[config.mk]
export PLATFORM = sky130hd
export DESIGN_NAME = load_store_unit
export DESIGN_NICKNAME = d
export VERILOG_FILES = /design/src/rtl/rv_pkg.sv /design/src/rtl/lsu_lane.sv /design/src/rtl/load_store_unit.sv
export SDC_FILE = /design/constraint.sdc
export NUM_CORES = 1
export LEC_CHECK = 0
export CORE_AREA = 2 2 122 124
export CTS_CLUSTER_DIAMETER = 40
export DETAILED_ROUTE_END_ITERATION = 10
export DIE_AREA = 0 0 124 126
export GPL_ROUTABILITY_DRIVEN = 1
export PLACE_DENSITY = 0.73
export RECOVER_POWER = 25
export REMOVE_ABC_BUFFERS = 1
export SYNTH_ARGS = -nofsm -noshare
export SYNTH_HDL_FRONTEND = slang
export SYNTH_HIERARCHICAL = 1
export SYNTH_SLANG_ARGS = --single-unit
export TNS_END_PERCENT = 5
[constraint.sdc]
create_clock -name clk -period 3.3 [get_ports clk]
set_clock_uncertainty 0.2 [all_clocks]
set_input_delay 0.66 -clock clk [delete_from_list [all_inputs] [get_ports clk]]
set_output_delay 0.66 -clock clk [all_outputs]
set_load 0.01 [all_outputs]
[src/rtl/rv_pkg.sv]
// Shared RISC-V definitions for the memory pipeline: funct3 access encodings,
// MEM opcode fields and the load/store FSM state type.
package rv_pkg;

    localparam logic [2:0] F3_LB  = 3'b000;
    localparam logic [2:0] F3_LH  = 3'b001;
    localparam logic [2:0] F3_LW  = 3'b010;
    localparam logic [2:0] F3_LBU = 3'b100;
    localparam logic [2:0] F3_LHU = 3'b101;
    localparam logic [2:0] F3_SB  = 3'b000;
    localparam logic [2:0] F3_SH  = 3'b001;
    localparam logic [2:0] F3_SW  = 3'b010;

    // opcode[6:2] of MEM-class instructions is 0?000; bit 5 selects store.
    localparam logic [4:0] OPC_LOAD     = 5'b00000;
    localparam logic [4:0] OPC_STORE    = 5'b01000;
    localparam logic [4:0] OPC_MEM_MASK = 5'b10111;

    typedef enum logic [1:0] {
        ST_IDLE,
        ST_REQ,
        ST_RESP
    } lsu_state_e;

    function automatic logic is_mem_opcode(input logic [6:0] opcode);
        return (opcode[1:0] == 2'b11) && ((opcode[6:2] & OPC_MEM_MASK) == OPC_LOAD);
    endfunction

endpackage

[src/rtl/lsu_lane.sv]
// Combinational byte-lane logic: legality/alignment checks, store steering
// and byte enables, load lane extraction with sign/zero extension.
module lsu_lane
    import rv_pkg::*;
(
    input  logic        is_store,
    input  logic [2:0]  funct3,
    input  logic [1:0]  offset,
    input  logic [31:0] store_data,
    input  logic [31:0] rdata,
    output logic [3:0]  be,
    output logic [31:0] wdata,
    output logic [31:0] load_data,
    output logic        misaligned,
    output logic        illegal
);

    logic [7:0]  byte_lane;
    logic [15:0] half_lane;

    always_comb begin
        illegal = 1'b1;
        if (is_store) begin
            case (funct3)
                F3_SB, F3_SH, F3_SW: illegal = 1'b0;
                default:             illegal = 1'b1;
            endcase
        end else begin
            case (funct3)
                F3_LB, F3_LH, F3_LW, F3_LBU, F3_LHU: illegal = 1'b0;
                default:                             illegal = 1'b1;
            endcase
        end

        // An illegal encoding has no meaningful size, so it never reports misalignment.
        misaligned = 1'b0;
        case (funct3[1:0])
            2'b01:   misaligned = offset[0];
            2'b10:   misaligned = |offset;
            default: misaligned = 1'b0;
        endcase
        if (illegal) misaligned = 1'b0;
    end

    always_comb begin
        be    = '1;
        wdata = store_data;
        case (funct3[1:0])
            2'b00: begin
                be    = 4'b0001 << offset;
                wdata = {4{store_data[7:0]}};
            end
            2'b01: begin
                be    = offset[1] ? 4'b1100 : 4'b0011;
                wdata = {2{store_data[15:0]}};
            end
            default: begin
                be    = '1;
                wdata = store_data;
            end
        endcase
    end

    always_comb begin
        byte_lane = rdata[7:0];
        case (offset)
            2'd0:    byte_lane = rdata[7:0];
            2'd1:    byte_lane = rdata[15:8];
            2'd2:    byte_lane = rdata[23:16];
            default: byte_lane = rdata[31:24];
        endcase
        half_lane = offset[1] ? rdata[31:16] : rdata[15:0];

        load_data = rdata;
        case (funct3)
            F3_LB:   load_data = {{24{byte_lane[7]}}, byte_lane};
            F3_LBU:  load_data = {24'b0, byte_lane};
            F3_LH:   load_data = {{16{half_lane[15]}}, half_lane};
            F3_LHU:  load_data = {16'b0, half_lane};
            default: load_data = rdata;
        endcase
    end

endmodule

[src/rtl/load_store_unit.sv]
// Load/store unit: runs one MEM-class access over a valid/ready word bus,
// reporting illegal/misaligned requests without touching memory.
module load_store_unit
    import rv_pkg::*;
#(
    parameter int ADDR_W = 32
) (
    input  logic              clk,
    input  logic              rst,
    input  logic              start,
    input  logic              is_store,
    input  logic [2:0]        funct3,
    input  logic [ADDR_W-1:0] addr,
    input  logic [31:0]       store_data,
    output logic              busy,
    output logic              done,
    output logic [31:0]       load_data,
    output logic              misaligned,
    output logic              illegal,
    output logic              mem_valid,
    output logic              mem_we,
    output logic [ADDR_W-1:0] mem_addr,
    output logic [3:0]        mem_be,
    output logic [31:0]       mem_wdata,
    input  logic              mem_ready,
    input  logic [31:0]       mem_rdata
);

    lsu_state_e  state, state_n;

    logic        req_store;
    logic [2:0]  req_f3;
    logic [1:0]  req_off;

    logic        ln_store;
    logic [2:0]  ln_f3;
    logic [1:0]  ln_off;
    logic [3:0]  ln_be;
    logic [31:0] ln_wdata;
    logic [31:0] ln_load;
    logic        ln_misaligned;
    logic        ln_illegal;
    logic        ln_fault;

    // One lane instance serves both phases: live inputs while idle (checks and
    // steering), latched request afterwards (load extraction from mem_rdata).
    always_comb begin
        if (state == ST_IDLE) begin
            ln_store = is_store;
            ln_f3    = funct3;
            ln_off   = addr[1:0];
        end else begin
            ln_store = req_store;
            ln_f3    = req_f3;
            ln_off   = req_off;
        end
    end

    lsu_lane u_lane (
        .is_store   (ln_store),
        .funct3     (ln_f3),
        .offset     (ln_off),
        .store_data (store_data),
        .rdata      (mem_rdata),
        .be         (ln_be),
        .wdata      (ln_wdata),
        .load_data  (ln_load),
        .misaligned (ln_misaligned),
        .illegal    (ln_illegal)
    );

    assign ln_fault = ln_illegal | ln_misaligned;

    always_ff @(posedge clk) begin
        if (rst) state <= ST_IDLE;
        else     state <= state_n;
    end

    always_comb begin
        state_n = state;
        case (state)
            ST_IDLE: if (start) state_n = ln_fault ? ST_RESP : ST_REQ;
            ST_REQ:  if (mem_ready) state_n = ST_RESP;
            ST_RESP: state_n = ST_IDLE;
            default: state_n = ST_IDLE;
        endcase
    end

    assign busy      = (state != ST_IDLE);
    assign done      = (state == ST_RESP);
    assign mem_valid = (state == ST_REQ);
    assign mem_we    = (state == ST_REQ) && req_store;

    always_ff @(posedge clk) begin
        if (rst) begin
            req_store  <= 1'b0;
            req_f3     <= '0;
            req_off    <= '0;
            mem_addr   <= '0;
            mem_be     <= '0;
            mem_wdata  <= '0;
            load_data  <= '0;
            misaligned <= 1'b0;
            illegal    <= 1'b0;
        end else begin
            case (state)
                ST_IDLE: begin
                    if (start) begin
                        req_store  <= is_store;
                        req_f3     <= funct3;
                        req_off    <= addr[1:0];
                        mem_addr   <= {addr[ADDR_W-1:2], 2'b00};
                        mem_be     <= is_store ? ln_be : 4'b1111;
                        mem_wdata  <= is_store ? ln_wdata : '0;
                        misaligned <= ln_misaligned;
                        illegal    <= ln_illegal;
                        if (ln_fault) load_data <= '0;
                    end
                end
                ST_REQ: begin
                    if (mem_ready) load_data <= req_store ? '0 : ln_load;
                end
                default: ;
            endcase
        end
    end

endmodule

* Yosys cells after proc, flatten, opt, wreduce, memory -nomap -nowiden
Cells that the tools add are included.
** Storage, ports and cells
- Register bits :: 108
- Output and inout bits :: 106
- Word-level logic and storage cells :: 63
** Cells by class
- Reduce and logical (&&, ||, !) cells :: 13
- Bitwise operators :: 1
- Eq/ne operators :: 13
- Multiplexer cells :: 25
- Shift-type cells :: 1
** Operator list (number)
- 32-bit 2-to-1 mux :: 5
- 32-bit case mux with 2 select lines :: 2
- 32-bit case mux with 4 select lines :: 1
- 8-bit case mux with 3 select lines :: 1
- 16-bit 2-to-1 mux :: 1
- 2-bit 2-to-1 mux :: 4
- 4-bit 2-to-1 mux :: 2
- 4-bit case mux with 2 select lines :: 1
- 2-bit by 1-bit == test with 1-bit output (second input constant) :: 3
- 2-bit == test (second input constant) :: 3
- 3-bit == test (second input constant) :: 2
- 2-bit logical NOT :: 3
- 1-bit 2-to-1 mux :: 5
- 5-bit OR reduction :: 1
- 2-bit != test (second input constant) :: 2
- 2-bit case mux with 2 select lines :: 1
- 2-bit AND reduction :: 2
- 4-bit AND reduction :: 1
- 2-bit nonzero test :: 2
- 1-bit by 2-bit left shift with 4-bit output (first input constant) :: 1
- 3-bit by 1-bit == test with 1-bit output (second input constant) :: 1
- 3-bit by 2-bit == test with 1-bit output (second input constant) :: 1
- 3-bit logical NOT :: 1
- 3-bit 2-to-1 mux :: 1
- 6 further kinds :: 6

* Depth between registers and ports, before layout
Gate-level depths: netlist (run 1).
- Depth in word-level cells :: 11
- Mapped depth :: 14

* By module
The synthesis (run 1) kept the hierarchy.
** Modules (own cells, without submodules)
- load_store_unit :: instances 1, seq. area each 2162.1 sq um, cells an instance 538, area each 4616.9 sq um
- lsu_lane :: instances 1, seq. area each 0.0 sq um, cells an instance 170, area each 1157.4 sq um

* Least setup slack after synthesis (run 1)
No wires, ideal clock.
- Path kind :: register -> register
- From :: register state[1]
- To :: register load_data[26]
- Stages on the path, launching flop included :: 14
- Path buffers :: 4
- Slack :: -0.012 ns
- Setup time :: 0.083 ns
- Arrival :: 3.029 ns
- Cells stage by stage :: dfxtp_1 buf_2 nor2_1 mux2_2 ha_1 buf_2 nor2_2 buf_2 a21oi_1 o211a_1 nor2_1 clkbuf_1 o2111ai_1 o221ai_2
** On the way
- Cells in the longest elaborated chain, start to end :: 10
- Elaborated cells between the ends (all ways) :: 35
- Classes of those cells :: 12 x eq/ne; 14 x mux; 1 x bitwise; 8 x reduce/logical
** RTL lines
- from (decl) :: line load_store_unit.sv:29 : lsu_state_e state, state_n;
- from (signal assigned) :: line load_store_unit.sv:76 : else state <= state_n;
- 2-bit logical NOT * :: line load_store_unit.sv:48 : if (state == ST_IDLE) begin
- 3-bit 2-to-1 mux * :: line load_store_unit.sv:48
- net ln_f3[0] :: line load_store_unit.sv:36 : logic [2:0] ln_f3;
- 3-bit by 2-bit == test with 1-bit output (tied with other cells) :: line lsu_lane.sv:24, lsu_lane.sv:29
- 5-bit OR reduction or 3-bit OR reduction (tied branches) :: line lsu_lane.sv:29, lsu_lane.sv:24
- 1-bit 2-to-1 mux (on tied branches) :: line lsu_lane.sv:29, lsu_lane.sv:24
- 1-bit 2-to-1 mux :: line lsu_lane.sv:23 : if (is_store) begin
- 1-bit 2-to-1 mux * :: line lsu_lane.sv:42 : if (illegal) misaligned = 1'b0;
- net ln_misaligned :: line load_store_unit.sv:41 : logic ln_misaligned;
- 1-bit bitwise OR * :: line load_store_unit.sv:72 : assign ln_fault = ln_illegal | ln_misaligned;
- 2-bit != test (no source line) *
- 4-bit AND reduction (no source line) *
- to (signal assigned) :: line load_store_unit.sv:121 : if (mem_ready) load_data <= req_store ? '0 : ln_load;
- to (decl) :: line load_store_unit.sv:17 : output logic [31:0] load_data,
The timed path passes the listed nets; every way through them passes the cells marked *. The select of a mux whose other input is x is not followed.
A chain may end at the register's enable or synchronous reset.

* Worst setup path after layout (run 1)
- From :: register state[1]
- To :: register load_data[21]
The elaborated chain is that of the path after synthesis.

==> results of run 1 <==
layer usage:
| metal | vias to the layer above | wire (um) | global-route usage, % |
|---|---|---|---|
| met5 | - | 0 | 0 |
| met4 | 0 | 323 | 7.53 |
| met3 | 22 | 1660 | 4.76 |
| met2 | 273 | 8050 | 35.8 |
| met1 | 2699 | 7870 | 30.2 |
| li1 | 2810 | - | - |
cell families (layout without fill, tap and decap cells):
logic type | Yosys count | count (layout) | synth area share [%]
and+or+nand+nor | 274 | 274 | 20.8
DFF | 108 | 108 | 37.4
other | 1 | 2 | 0.0649
muxes | 25 | 25 | 4.94
buffers and inverters | 119 | 286 | 10.6
AOI/OAI and AO/OA | 178 | 178 | 25.6
adders and majority gates | 3 | 3 | 0.650
power by group through the flow:
stage	combinational [W]	sequential [W]	clock, W
after floorplan	0.000943	0.00160	0
after global placement	0.00188	0.00153	0
after detailed placement	0.00189	0.00153	0
after CTS	0.00190	0.00150	0.00111
after global routing	0.00205	0.00152	0.00117
final	0.00188	0.00150	0.00108
synthesized netlist by cell type, drive strengths merged (2+ instances only):
cell | number | area (um2)
a21oi | 71 | 355
a221o | 7 | 70.1
a22o | 8 | 70.1
a22oi | 17 | 128
a32oi | 3 | 45.1
buf | 42 | 320
clkbuf | 39 | 146
dfxtp | 108 | 2160
ha | 3 | 37.5
inv | 38 | 143
mux2 | 25 | 285
nand2 | 177 | 672
nand2b | 2 | 12.5
nand3 | 58 | 295
nor2 | 10 | 40.0
nor2b | 13 | 81.3
nor3 | 5 | 25.0
nor3b | 5 | 42.5
o2111ai | 32 | 280
o21a | 2 | 15.0
o221ai | 32 | 468
o22ai | 4 | 31.3
final cells by class:
class | instances | area share, %
multi-input combinational | 482 | 36.9
timing repair buffer | 232 | 28.5
sequential | 108 | 26.4
clock buffer | 11 | 3.09
tap | 184 | 2.81
inverter | 38 | 1.74
clock inverter | 5 | 0.520
per-stage QoR:
step | area (um2) | hold WS [ns] | power (W) | TNS (ns)
floorplan | 5310 | 0.228 | 0.00255 | -73.96
global placement | 7890 | 0.238 | 0.00341 | 0
detailed placement | 7890 | 0.243 | 0.00342 | 0
CTS | 8180 | 0.252 | 0.00452 | 0
global route | 8180 | 0.266 | 0.00474 | 0
finish | 8180 | 0.248 | 0.00446 | 0
state kept, by name, summed over array words and instances (netlist names):
name,cells
state,2
misaligned,1
mem_wdata,32
load_data,32
req_f3,3
req_store,1
illegal,1
mem_be,4
mem_addr,30
req_off,2
worst min-delay path: stages (launching register included):
cell     delay [ns]
dfxtp_1        0.31
nand2_1        0.05
a21oi_1        0.05
worst min-delay path by stage:
stage	startpoint	end	slack [ns]
after global placement	mem_wdata[2]$_SDFFE_PP0P_	mem_wdata[2]$_SDFFE_PP0P_	0.24
final	mem_wdata[6]$_SDFFE_PP0P_	mem_wdata[6]$_SDFFE_PP0P_	0.25
after detailed placement	mem_wdata[16]$_SDFFE_PP0P_	mem_wdata[16]$_SDFFE_PP0P_	0.24
after floorplan	req_f3[0]$_SDFFE_PP0P_	req_f3[0]$_SDFFE_PP0P_	0.23
after global routing	mem_wdata[16]$_SDFFE_PP0P_	mem_wdata[16]$_SDFFE_PP0P_	0.27
after CTS	mem_wdata[18]$_SDFFE_PP0P_	mem_wdata[18]$_SDFFE_PP0P_	0.25
==> impl_metrics.csv, run 1 <==
group,metric,value,unit
status,status,"completed",
routing,post_drt_wl_per_cell,16.9,um
yosys,synth_ff_type,"dfxtp_1",
routing,antenna_left,0,
pwr,power.density,545,nW/um2
pwr,clkPwrFrac,24.2,%
routing,drc_errors,0,
place,pre_cts_ws,0.154,ns
floorplanning,die_h,126,um
floorplanning,io_pins,210,
place,dp_hpwl,12.1,mm
floorplanning,start_util,40.3,%
setup_path,ff2ff_path_depth,12,
final_layout,multi_input_area,3020,um2
sta,finalWorstSetupSlack,0.458,ns
setup_path,path_max_fanout,34,
final_layout,final_common_cell,"nand2_1",
sta,relSlewSlack,26.3,%
pwr,power.leakage,3.20,nW
routing,dr.first_iter.drc_count,481,
global_route,grt_first_pass_wirelength,28.0,mm
setup_path,worstPathArrival,2.85,ns
sta,fmax,352,MHz
sta,setup_violations,0,
pwr,pwr-share-seq,33.6,%
worst_hold_path,hp-class,"reg -> reg",
pwr,switching_share,36.8,%
yosys,ys_seq_area_share,37.4,%
final_layout,final_layout_size_suffix_gt1_share,12.0,%
clock_network,cts-root-buf,"clkbuf_16",
final_layout,fin_util,57.2,%
yosys,async_flop_share,0,%
floorplanning,placementRows,44,
clock_network,cts_tree,"done",
worst_hold_path,timing.hold.worst_path_depth,2,
final_layout,mostFrequentLayoutCells,"176 x nand2_1, 153 x clkdlybuf4s50_1, 108 x dfxtp_1",
place,port_buffers,207,
clock_network,numCtsBuffers,9,
yosys,synth_edf_count,0,
setup_path,cp.depth,12,
clock_network,insertion_delay,0.35,ns
pwr,p_int,0.00282,W
routing,vias,5804,
sta,grt_setup_unrepaired,"false",
yosys,yosysWarnings,6,
yosys,avgSynthCellArea,8.16,um2
run,cap_violations,0,
floorplanning,die_w,124,um
yosys,syn-cell-area,5770,um2
setup_path,endpoint,"load_data[21]$_SDFFE_PP0P_",
global_route,grtUsageTotal,22.5,%
final_layout,seq_area,2160,um2
sta,slew_viol_final,0,
yosys,synthesis.instances,708,
global_route,globalRouteOverflowTotal,0,
final_layout,area_growth,41.7,%
pwr,power_switching,0.00164,W
clock_network,htreeDepth,3,
place,gp_congestion,0.871,
place,place_inst,1044,
final_layout,fillers,1350,
setup_path,crit_buf_inv,3,
setup_path,cp_slowest_cell,"mux2_2",
routing,vias_per_cell,5.48,
routing,routed_wl,17.9,mm
setup_path,reg2reg_from,"state[1]$_SDFFE_PP0P_",
global_route,antenna_found_initial,0,
global_route,grt_pass1_vias,5350,
setup_path,cp-start-kind,"flip-flop",
pwr,comb_power_share,42.1,%
clock_network,postCtsHoldBufs,0,
setup_path,required,3.31,ns
sta,hold_violations,0,
clock_network,clock_path_buffers,2,
setup_path,crit_chain,"nor2_1 > buf_4 > mux2_2 > inv_1 > ha_1 > nor2_4 > a21oi_1 > o211a_1 > nor2_2 > buf_12 > o2111ai_1 > o221ai_2",
global_route,grt_max_degree,68,
pwr,vdd_drop_max,0.268,mV
clock_network,numClockSinks,108,
clock_network,ctsResizeCount,0,
setup_path,rr_endpoint,"load_data[21]$_SDFFE_PP0P_",
yosys,synth_seq_cells,108,
clock_network,path_clk_slew,0.08,ns
final_layout,stdcell_count,1060,
setup_path,startpoint,"state[1]$_SDFFE_PP0P_",
setup_path,critPathMaxStageDelay,0.35,ns
floorplanning,die_area,15600,um2
setup_path,crit_family,"compound AO/OA/AOI/OAI gates",
floorplanning,core,14300,um2
sta,min_period_over_period,86.1,%
clock_network,cts_setup_buffers,0,
sta,min_period,2.84,ns
setup_path,endpoint_kind,"flip-flop",
routing,dr.pass1.iters,5,
setup_path,critPathKind,"reg -> reg",
sta,worst_pin_slew,1.10,ns
final_layout,insertedDiodeCount,0,
setup_path,r2r_slack,0.46,ns
final_layout,final_nets,978,
yosys,synth_cell_types,40,
(Power assumes the default switching activity.)
==> run 2, diff against run 1 <==
--- a/config.mk
+++ b/config.mk
@@ -5,12 +5,14 @@
 export SDC_FILE = /design/constraint.sdc
 export NUM_CORES = 1
 export LEC_CHECK = 0
-export CORE_AREA = 2 2 122 124
+export CELL_PAD_IN_SITES_DETAIL_PLACEMENT = 1
+export CELL_PAD_IN_SITES_GLOBAL_PLACEMENT = 1
+export CORE_AREA = 2 2 145 147
 export CTS_CLUSTER_DIAMETER = 40
 export DETAILED_ROUTE_END_ITERATION = 10
-export DIE_AREA = 0 0 124 126
+export DIE_AREA = 0 0 147 149
 export GPL_ROUTABILITY_DRIVEN = 1
-export PLACE_DENSITY = 0.73
+export PLACE_DENSITY = 0.71
 export RECOVER_POWER = 25
 export REMOVE_ABC_BUFFERS = 1
 export SYNTH_ARGS = -nofsm -noshare
==> run 2 against run 1 <==
Wire length rose by 20%; critical path type is now reg -> out; clock power about the same; global-route usage decreased by 3.3 points; clock-buffer cell count down 2; via count rose by 1.1%; register-to-register slack better by 0.06 ns; largest power group unchanged; largest cell class unchanged.
==> impl_metrics.csv, run 2 (synthesis results as in run 1) <==
group,metric,value,unit
clock_network,cts_setup_buffers,0,
global_route,grtUsageTotal,19.2,%
clock_network,cts-root-buf,"clkbuf_16",
pwr,vdd_drop_max,0.265,mV
final_layout,fin_util,40.3,%
final_layout,mostFrequentLayoutCells,"176 x nand2_1, 154 x clkdlybuf4s50_1, 108 x dfxtp_1",
final_layout,area_growth,43.4,%
worst_hold_path,hp-class,"reg -> reg",
setup_path,worstPathArrival,2.03,ns
clock_network,postCtsHoldBufs,0,
routing,antenna_left,0,
sta,grt_setup_unrepaired,"false",
status,status,"completed",
clock_network,insertion_delay,0.36,ns
routing,routed_wl,21.5,mm
routing,vias_per_cell,5.10,
pwr,power.density,547,nW/um2
clock_network,ctsResizeCount,0,
place,dp_hpwl,14.6,mm
clock_network,cts_tree,"done",
final_layout,stdcell_count,1151,
global_route,globalRouteOverflowTotal,0,
routing,dr.pass1.iters,5,
sta,slew_viol_final,0,
final_layout,final_common_cell,"nand2_1",
clock_network,htreeDepth,3,
routing,drc_errors,0,
floorplanning,placementRows,53,
routing,dr.first_iter.drc_count,296,
final_layout,finalInstanceArea,8280,um2
worst_hold_path,hold_start,"mem_wdata[28]$_SDFFE_PP0P_",
routing,post_drt_wl_per_cell,18.7,um
setup_path,critPathKind,"reg -> out",
floorplanning,core,20600,um2
floorplanning,die_area,21900,um2
sta,min_period_over_period,87.4,%
clock_network,numClockSinks,108,
global_route,grt_first_pass_wirelength,33.6,mm
setup_path,cp-start-kind,"flip-flop",
setup_path,path_max_fanout,38,
sta,hold_violations,0,
sta,fmax,347,MHz
final_layout,largestRegisters,"load_data (32), mem_wdata (32), mem_addr (30)",
sta,worst_pin_slew,1.02,ns
clock_network,path_clk_slew,0.07,ns
run,cap_violations,0,
setup_path,startpoint,"state[1]$_SDFFE_PP0P_",
pwr,power.leakage,3.18,nW
place,gp_congestion,0.820,
floorplanning,io_pins,210,
global_route,antenna_found_initial,2,
floorplanning,start_util,28.1,%
pwr,power.total,0.00453,W
setup_path,endpoint_kind,"output port",
final_layout,final_layout_size_suffix_gt1_share,11.8,%
place,place_inst,1135,
routing,vias,5870,
setup_path,required,2.44,ns
place,port_buffers,207,
clock_network,numCtsBuffers,9,
global_route,grt_max_degree,76,
place,dpl_cell_area,7990,um2
floorplanning,die_w,147,um
floorplanning,die_h,149,um
sta,setup_violations,0,
setup_path,reg2reg_from,"state[1]$_SDFFE_PP0P_",
clock_network,clock_path_buffers,2,
global_route,grt_pass1_vias,5927,
final_layout,final_nets,978,
sta,relSlewSlack,31.9,%
sta,min_period,2.89,ns
[run 2: area by class of cell]
class / instances / area [um2]
Sequential cell: 108 / 2160
Antenna cell: 1 / 2.50
Clock inverter: 6 / 63.8
Tap cell: 275 / 344
Timing Repair Buffer: 232 / 2320
Clock buffer: 9 / 225
Multi-Input combinational cell: 482 / 3020
Fill cell: 2418 / 12300
Inverter: 38 / 143
[run 2: worst max-delay path, cell delays in order (launching register included)]
cell and delay [ns]:
dfxtp_1 0.33, buf_4 0.40, nor2b_1 0.32, clkdlybuf4s50_1 0.59
[run 2: layer usage]
layer | vias to the layer above | wire length, um | share of wire, % | global-route usage, %
met5 | - | 0 | 0 | 0
met2 | 208 | 9720 | 45 | 30.5
li1 | 2808 | - | - | -
met1 | 2834 | 9910 | 46 | 26.2
met4 | 0 | 263 | 1.2 | 4.90
met3 | 20 | 1620 | 7.5 | 4.83
[run 2: per-stage QoR]
stage	setup slack [ns]	setup TNS, ns	hold slack [ns]
floorplan	-1.71	-73.96	0.228
global route	0.261	0	0.269
finish	0.414	0	0.246
global placement	0.197	0	0.239
CTS	0.434	0	0.254
detailed placement	0.0738	0	0.244
[run 2: final timing paths]
| kind | endpoint | slack (ns) | depth (start not counted) |
|---|---|---|---|
| worst min register to register | mem_wdata[28]$_SDFFE_PP0P_ | 0.25 | 2 |
| worst max register to register | load_data[10]$_SDFFE_PP0P_ | 0.52 | 12 |
| worst max-delay path | done | 0.41 | 3 |
| worst min-delay path | mem_wdata[28]$_SDFFE_PP0P_ | 0.25 | 2 |
[run 2: where the power goes]
| part | total [W] | internal (W) | switching (W) |
|---|---|---|---|
| combinational | 0.00191 | 0.000807 | 0.00110 |
| clock | 0.00111 | 0.000586 | 0.000526 |
| sequential | 0.00150 | 0.00143 | 0.0000710 |
